--- config.mk ---
export PLATFORM = sky130hd
export DESIGN_NAME = time_keeper_ctrl
export DESIGN_NICKNAME = d
export VERILOG_FILES = /design/src/rtl/clock_pkg.sv /design/src/rtl/sync_edge_detect.sv /design/src/rtl/time_keeper_ctrl.sv
export SDC_FILE = /design/constraint.sdc
export NUM_CORES = 1
export LEC_CHECK = 0
export ABC_CLOCK_PERIOD_IN_PS = 2800
export BUFFER_PORTS_ARGS = -buffer_cell sky130_fd_sc_hd__buf_2
export CAP_MARGIN = 15
export CORE_MARGIN = 3
export CORE_UTILIZATION = 30
export DETAILED_ROUTE_END_ITERATION = 8
export GPL_ROUTABILITY_DRIVEN = 1
export PLACE_DENSITY = 0.58
export SYNTH_ARGS = -nofsm -noshare
export SYNTH_HDL_FRONTEND = slang
export SYNTH_HIERARCHICAL = 1
export SYNTH_SLANG_ARGS = --single-unit
--- constraint.sdc ---
create_clock -name clk -period 2.8 [get_ports clk]
set_input_delay 0.28 -clock clk [delete_from_list [all_inputs] [get_ports clk]]
set_output_delay 0.28 -clock clk [all_outputs]
set_load 0.01 [all_outputs]
--- src/rtl/clock_pkg.sv ---
// -----------------------------------------------------------------------------
// clock_pkg
// Shared definitions for the time-keeping controller: controller state
// encoding, field widths, field maxima and a wrapping-increment helper.
// No ports (package).
// -----------------------------------------------------------------------------
package clock_pkg;

    localparam int HOUR_W = 5;
    localparam int MIN_W  = 6;
    localparam int SEC_W  = 6;

    localparam logic [SEC_W-1:0] SEC_MAX = 6'd59;
    localparam logic [MIN_W-1:0] MIN_MAX = 6'd59;

    typedef enum logic [1:0] {
        RUN      = 2'd0,
        SET_HOUR = 2'd1,
        SET_MIN  = 2'd2
    } state_e;

    // Increment a 6-bit field, wrapping to zero at (or, defensively, above) max.
    function automatic logic [5:0] wrap_inc6(input logic [5:0] val,
                                             input logic [5:0] max_val);
        if (val >= max_val) begin
            return 6'd0;
        end else begin
            return val + 6'd1;
        end
    endfunction

endpackage

--- src/rtl/sync_edge_detect.sv ---
// -----------------------------------------------------------------------------
// sync_edge_detect
// Multi-flop synchroniser followed by a rising-edge detector. Produces a
// registered single-cycle pulse per rising edge of din; falling edges and a
// held-high level produce nothing further.
// Ports:
//   clk   - system clock, rising edge
//   reset - asynchronous active-low reset
//   din   - asynchronous level input
//   pulse - one-cycle strobe on each synchronised rising edge of din
// -----------------------------------------------------------------------------
module sync_edge_detect
    import clock_pkg::*;
#(
    parameter int SYNC_STAGES = 2
) (
    input  logic clk,
    input  logic reset,
    input  logic din,
    output logic pulse
);

    logic [SYNC_STAGES-1:0] sync_q;
    logic [SYNC_STAGES-1:0] sync_d;
    logic                   prev_q;
    logic                   prev_d;
    logic                   pulse_q;
    logic                   pulse_d;

    // Next-state for synchroniser shift chain, history flop and edge pulse.
    always_comb begin
        sync_d  = {sync_q[SYNC_STAGES-2:0], din};
        prev_d  = sync_q[SYNC_STAGES-1];
        pulse_d = sync_q[SYNC_STAGES-1] & ~prev_q;
    end

    // Synchroniser, history and pulse registers.
    always_ff @(posedge clk or negedge reset) begin
        if (!reset) begin
            sync_q  <= '0;
            prev_q  <= 1'b0;
            pulse_q <= 1'b0;
        end else begin
            sync_q  <= sync_d;
            prev_q  <= prev_d;
            pulse_q <= pulse_d;
        end
    end

    assign pulse = pulse_q;

endmodule

--- src/rtl/time_keeper_ctrl.sv ---
// -----------------------------------------------------------------------------
// time_keeper_ctrl
// Keeps 24-hour binary time from a 1 Hz square wave and provides a
// button-driven set mode (RUN -> SET_HOUR -> SET_MIN -> RUN).
// Ports:
//   clk       - system clock, rising edge
//   reset     - asynchronous active-low reset
//   clk_1Hz   - 1 Hz square wave (asynchronous)
//   btn_mode  - debounced mode-advance button level
//   btn_inc   - debounced increment button level
//   hours     - current hour 0..HOURS_PER_DAY-1
//   minutes   - current minute 0..59
//   seconds   - current second 0..59
//   mode      - 0 RUN, 1 SET_HOUR, 2 SET_MIN
//   blink     - flash enable for the field being set
//   sec_pulse - one-cycle strobe per accepted second increment
// -----------------------------------------------------------------------------
module time_keeper_ctrl
    import clock_pkg::*;
#(
    parameter int HOURS_PER_DAY = 24,
    parameter int SYNC_STAGES   = 2
) (
    input  logic              clk,
    input  logic              reset,
    input  logic              clk_1Hz,
    input  logic              btn_mode,
    input  logic              btn_inc,
    output logic [HOUR_W-1:0] hours,
    output logic [MIN_W-1:0]  minutes,
    output logic [SEC_W-1:0]  seconds,
    output logic [1:0]        mode,
    output logic              blink,
    output logic              sec_pulse
);

    localparam logic [HOUR_W-1:0] HOUR_MAX = HOUR_W'(HOURS_PER_DAY - 1);

    logic tick_s;
    logic mode_p_s;
    logic inc_p_s;

    state_e            state_q,     state_d;
    logic [HOUR_W-1:0] hours_q,     hours_d;
    logic [MIN_W-1:0]  minutes_q,   minutes_d;
    logic [SEC_W-1:0]  seconds_q,   seconds_d;
    logic              blink_q,     blink_d;
    logic              sec_pulse_q, sec_pulse_d;

    sync_edge_detect #(.SYNC_STAGES(SYNC_STAGES)) u_sync_tick (
        .clk   (clk),
        .reset (reset),
        .din   (clk_1Hz),
        .pulse (tick_s)
    );

    sync_edge_detect #(.SYNC_STAGES(SYNC_STAGES)) u_sync_mode (
        .clk   (clk),
        .reset (reset),
        .din   (btn_mode),
        .pulse (mode_p_s)
    );

    sync_edge_detect #(.SYNC_STAGES(SYNC_STAGES)) u_sync_inc (
        .clk   (clk),
        .reset (reset),
        .din   (btn_inc),
        .pulse (inc_p_s)
    );

    // Next-state: mode FSM, time counters with carries, blink and second strobe.
    always_comb begin
        state_d     = state_q;
        hours_d     = hours_q;
        minutes_d   = minutes_q;
        seconds_d   = seconds_q;
        blink_d     = blink_q;
        sec_pulse_d = 1'b0;

        case (state_q)
            RUN: begin
                blink_d = 1'b0;
                // A tick coinciding with mode_p is still counted.
                if (tick_s) begin
                    sec_pulse_d = 1'b1;
                    seconds_d   = wrap_inc6(seconds_q, SEC_MAX);
                    if (seconds_q >= SEC_MAX) begin
                        minutes_d = wrap_inc6(minutes_q, MIN_MAX);
                        if (minutes_q >= MIN_MAX) begin
                            hours_d = (hours_q >= HOUR_MAX) ? 5'd0 : hours_q + 5'd1;
                        end else begin
                            hours_d = hours_q;
                        end
                    end else begin
                        minutes_d = minutes_q;
                    end
                end else begin
                    sec_pulse_d = 1'b0;
                end
                if (mode_p_s) begin
                    state_d = SET_HOUR;
                    blink_d = 1'b1;
                end else begin
                    state_d = RUN;
                end
            end
            SET_HOUR: begin
                // Mode advance takes priority; a coincident inc is dropped.
                if (mode_p_s) begin
                    state_d = SET_MIN;
                    blink_d = 1'b1;
                end else begin
                    if (inc_p_s) begin
                        hours_d = (hours_q >= HOUR_MAX) ? 5'd0 : hours_q + 5'd1;
                    end else begin
                        hours_d = hours_q;
                    end
                    if (tick_s) begin
                        blink_d = ~blink_q;
                    end else begin
                        blink_d = blink_q;
                    end
                end
            end
            SET_MIN: begin
                // Returning to RUN restarts the minute at :00; tick and inc dropped.
                if (mode_p_s) begin
                    state_d   = RUN;
                    seconds_d = 6'd0;
                    blink_d   = 1'b0;
                end else begin
                    if (inc_p_s) begin
                        minutes_d = wrap_inc6(minutes_q, MIN_MAX);
                    end else begin
                        minutes_d = minutes_q;
                    end
                    if (tick_s) begin
                        blink_d = ~blink_q;
                    end else begin
                        blink_d = blink_q;
                    end
                end
            end
            default: begin
                state_d = RUN;
                blink_d = 1'b0;
            end
        endcase
    end

    // State, time and output registers.
    always_ff @(posedge clk or negedge reset) begin
        if (!reset) begin
            state_q     <= RUN;
            hours_q     <= 5'd0;
            minutes_q   <= 6'd0;
            seconds_q   <= 6'd0;
            blink_q     <= 1'b0;
            sec_pulse_q <= 1'b0;
        end else begin
            state_q     <= state_d;
            hours_q     <= hours_d;
            minutes_q   <= minutes_d;
            seconds_q   <= seconds_d;
            blink_q     <= blink_d;
            sec_pulse_q <= sec_pulse_d;
        end
    end

    assign hours     = hours_q;
    assign minutes   = minutes_q;
    assign seconds   = seconds_q;
    assign mode      = state_q;
    assign blink     = blink_q;
    assign sec_pulse = sec_pulse_q;

endmodule

==> metrics.md <==
| Metric | Value |
|---|---|
| Placed insts | 217 |
| Largest net degree at the start of global routing | 34 |
| GRT overflow | 0 |
| Final WL | 2824 µm |
| Post-synthesis sequential area ratio | 0.5514 |
| EDFF count, synth | 0 |
| Nets | 165 |
| Via count | 1090 |
| FF+latch count, synth | 33 |
| Worst r2r dst | hours[0]$_DFFE_PN0P_ |
| Adder-Cell Fraction of Synth Area | 0.02506 |
| Net Sw Power | 524.9 µW |
| Vias in the first global route | 1112 |
| Most common cell in the synthesized netlist | dfrtp_1 |
| Proportion of layout cells with a drive suffix above 1 | 0.2739 |
| Cts repair resizes | 0 |
| Die ar. | 0.005876 mm² |
| Residual DRC | 0 |
| Crit path time final | 1.831 ns |
| Post-synthesis cell count | 128 |
| Antenna diodes | 0 |
| Part of the cycle the worst path needs | 0.6539 |
| Worst EP arrival | 1.99 ns |
| Initial antenna violation count | 0 |
| Largest family of logic cells by synthesized area | compound AO/OA/AOI/OAI gates |
| P_int | 951.3 µW |
| Critical Path Start Type | flop |
| Starting Density | 0.3129 |
| Die Span Y | 76.66 µm |
| Status | complete, no violations |
| WP data required | 2.96 ns |
| Routed WL per cell | 12.61 µm |
| Placeable Area | 0.004786 mm² |
| Post-cts hold buffer count | 0 |
| Die extent in x | 76.66 µm |
| HPWL Detailed | 2001 µm |
| Post-synthesis mux area share | 0.01420 |
| Post-synth top cells | dfrtp_1 (33), o21ai_0 (11), nand2_1 (8), nand3_1 (8), nor2_1 (8) |
| CTS tree | yes |
| Worst-margin pin slew | 0.7061 ns |
| CTS buffer count | 5 |
| Num Clock Sinks | 33 |
| Setup CP Type | reg2reg |
| First-pass GRT wire length | 5168 µm |
| Worst vdd ir | 254.4 µV |
| Final hold viol count | 0 |
| Row count | 25 |
| Post-CTS Setup Repair Bufs | 0 |
| Fmax | 546.2 MHz |
| Clk slew on worst S/H paths | 0.07 ns |
| PnR Total Power | 1.476 mW |
| RSZ-0062 raised after global routing | false |
| MaxCap Viol Count | 0 |
| Final Max Slew Viols | 0 |
| Power Dens Cells | 833.8 mW/mm² |
| Syn_area_per_cell | 11.70 µm² |
| Mapped Area | 0.001498 mm² |
| Hold/Removal Path Class | in2async |
| Synth warn | 6 |
| Simple-gate share of the synthesized area | 0.1679 |
| Syn nets | 136 |
| Part of the power in registers | 0.493 |
| Leading area contributor after synthesis | dfrtp_1 |
| CP startpoint | minutes[0]$_DFFE_PN0P_ |
| Slew headroom | 0.5293 |
| Clk root buf | clkbuf_8 |
| Xor and xnor area share after synthesis | 0.02924 |
| Post-synth ARST share | 1.000 |
| # IOs | 26 |
| Area contributors post-synth | dfrtp_1 (55%), o21ai_0 (3.7%), xnor2_1 (2.9%) |
| Routability Congestion | 0.8655 |
| Skew-Pair Late Insertion Delay | 0.28 ns |
| Unique masters post-synth | 40 |
| R2r startpoint | minutes[0]$_DFFE_PN0P_ |
| Setup WS pre-CTS | 0.9856 ns |
| Logic pwr share | 0.271 |
| Maximum clock insertion buffer count | 2 |
| Initial DRT Pass Iterations | 4 |
| Reg2Reg Setup Slack | 0.97 ns |
| Clock power share | 0.236 |
| Layout fillers | 461 |
| I/O Buffers | 25 |
| Leakage Power | 0.7981 nW |
| Net Sw Frac | 0.3556 |
| Fin Hold WS | 0.04956 ns |
| Area Growth Syn to Fin | 18.21% |
| Crit-path max FO | 6 |
| Crit end category | flop |
| DRT iter0 DRCs | 116 |
| Final WS setup | 0.9690 ns |
| Most used DFF post-synth | dfrtp_1 |
| ANT nets after route | 0 |
| Setup TNS | 0 ns |
| Post-synth top area share | 0.5514 |
| Non-Filler Instances | 224 |
| Setup violations, final | 0 |
| Depth of the CTS H-tree | 2 |
| Clock skew | 0.006137 ns |
| Compound-Gate Fraction of Synth Area | 0.1871 |
| Worst R2R Path Depth | 5 |
| Gr usage total | 0.1097 |
| DR vias/cell | 4.866 |
sequential cells by signal (all words and copies together) (netlist names):
register / count
minutes: 6
seconds: 6
hours: 5
mode: 2
u_sync_inc/sync_q: 2
u_sync_mode/sync_q: 2
u_sync_tick/sync_q: 2
blink: 1
sec_pulse: 1
u_sync_inc/prev_q: 1
u_sync_inc/pulse: 1
u_sync_mode/prev_q: 1
u_sync_mode/pulse: 1
u_sync_tick/prev_q: 1
u_sync_tick/pulse: 1
per-stage QoR:
| stage | instance area [µm²] | utilization |
|---|---|---|
| floorplan | 1498 | - |
| global placement | 1684 | 0.3519 |
| detailed placement | 1684 | 0.3519 |
| CTS | 1770 | 0.3699 |
| global route | 1770 | 0.3699 |
| finish | 1770 | 0.3699 |
critical path: stages, from the launching register on:
cell	delay (ns)
dfrtp_1	0.42
ha_1	0.26
o2111a_2	0.26
a41oi_2	0.19
or2_1	0.30
mux2_2	0.28
worst max path at each step:
stage                                   endpoint  slack, ns  depth (start not counted)
after floorplan             hours[0]$_DFFE_PN0P_       1.07                          5
after global placement      hours[0]$_DFFE_PN0P_       1.05                          5
after detailed placement    hours[0]$_DFFE_PN0P_       0.99                          5
after CTS                   hours[0]$_DFFE_PN0P_       0.97                          5
after global routing      minutes[4]$_DFFE_PN0P_       0.82                          5
final                       hours[0]$_DFFE_PN0P_       0.97                          5
cell usage in the layout (no fill, tap or decap), types with 2 or more instances in the layout:
cell      count
o21ai_0      11
a31oi_1       2
and3_1        2
nor4_1        2
o41ai_1       3
clkbuf_8      6
inv_1         4
xnor2_1       5
a21o_1        2
dfrtp_1      33
nor2b_4       3
a211oi_1      2
o31ai_1       4
buf_2        25
nand2_1       8
nor2_1        8
o2111a_2      2
nand3_1       8
nor3_1        2
ha_1          3
metal layers:
layer  track usage  part of all wire  vias to the layer above
met5             0                 0                        -
met4       0.05435             0.014                        0
met3       0.03991             0.050                        6
met2        0.1705              0.48                       23
met1        0.1345              0.46                      526
li1              -                 -                      535
cell families after synthesis:
logic type               Yosys count
multiplexers                       2
buffers and inverters              7
AND/OR/NAND/NOR                   42
flip-flops                        33
adder cells (fa/ha/maj)            3
AO/OA/AOI/OAI                     36
XOR/XNOR                           5
power groups by stage:
| stage | logic (mW) | registers (mW) | clock network, mW |
|---|---|---|---|
| 2_1_floorplan | 0.277 | 0.713 | 0 |
| 3_3_place_gp | 0.393 | 0.727 | 0 |
| 3_5_place_dp | 0.407 | 0.736 | 0 |
| 4_1_cts | 0.408 | 0.728 | 0.364 |
| 5_1_grt | 0.453 | 0.752 | 0.391 |
| 6_report | 0.400 | 0.728 | 0.349 |
final cells by class:
cell class | instances | area, µm² | area share
clock buffers | 7 | 86.33 | 0.04876
multi-input cells | 88 | 634.4 | 0.3583
well taps | 67 | 83.83 | 0.04735
flip-flops and latches | 33 | 825.8 | 0.4664
repair buffers | 25 | 125.1 | 0.07067
inverters | 4 | 15.01 | 0.008481
(Power assumes the default switching activity.)
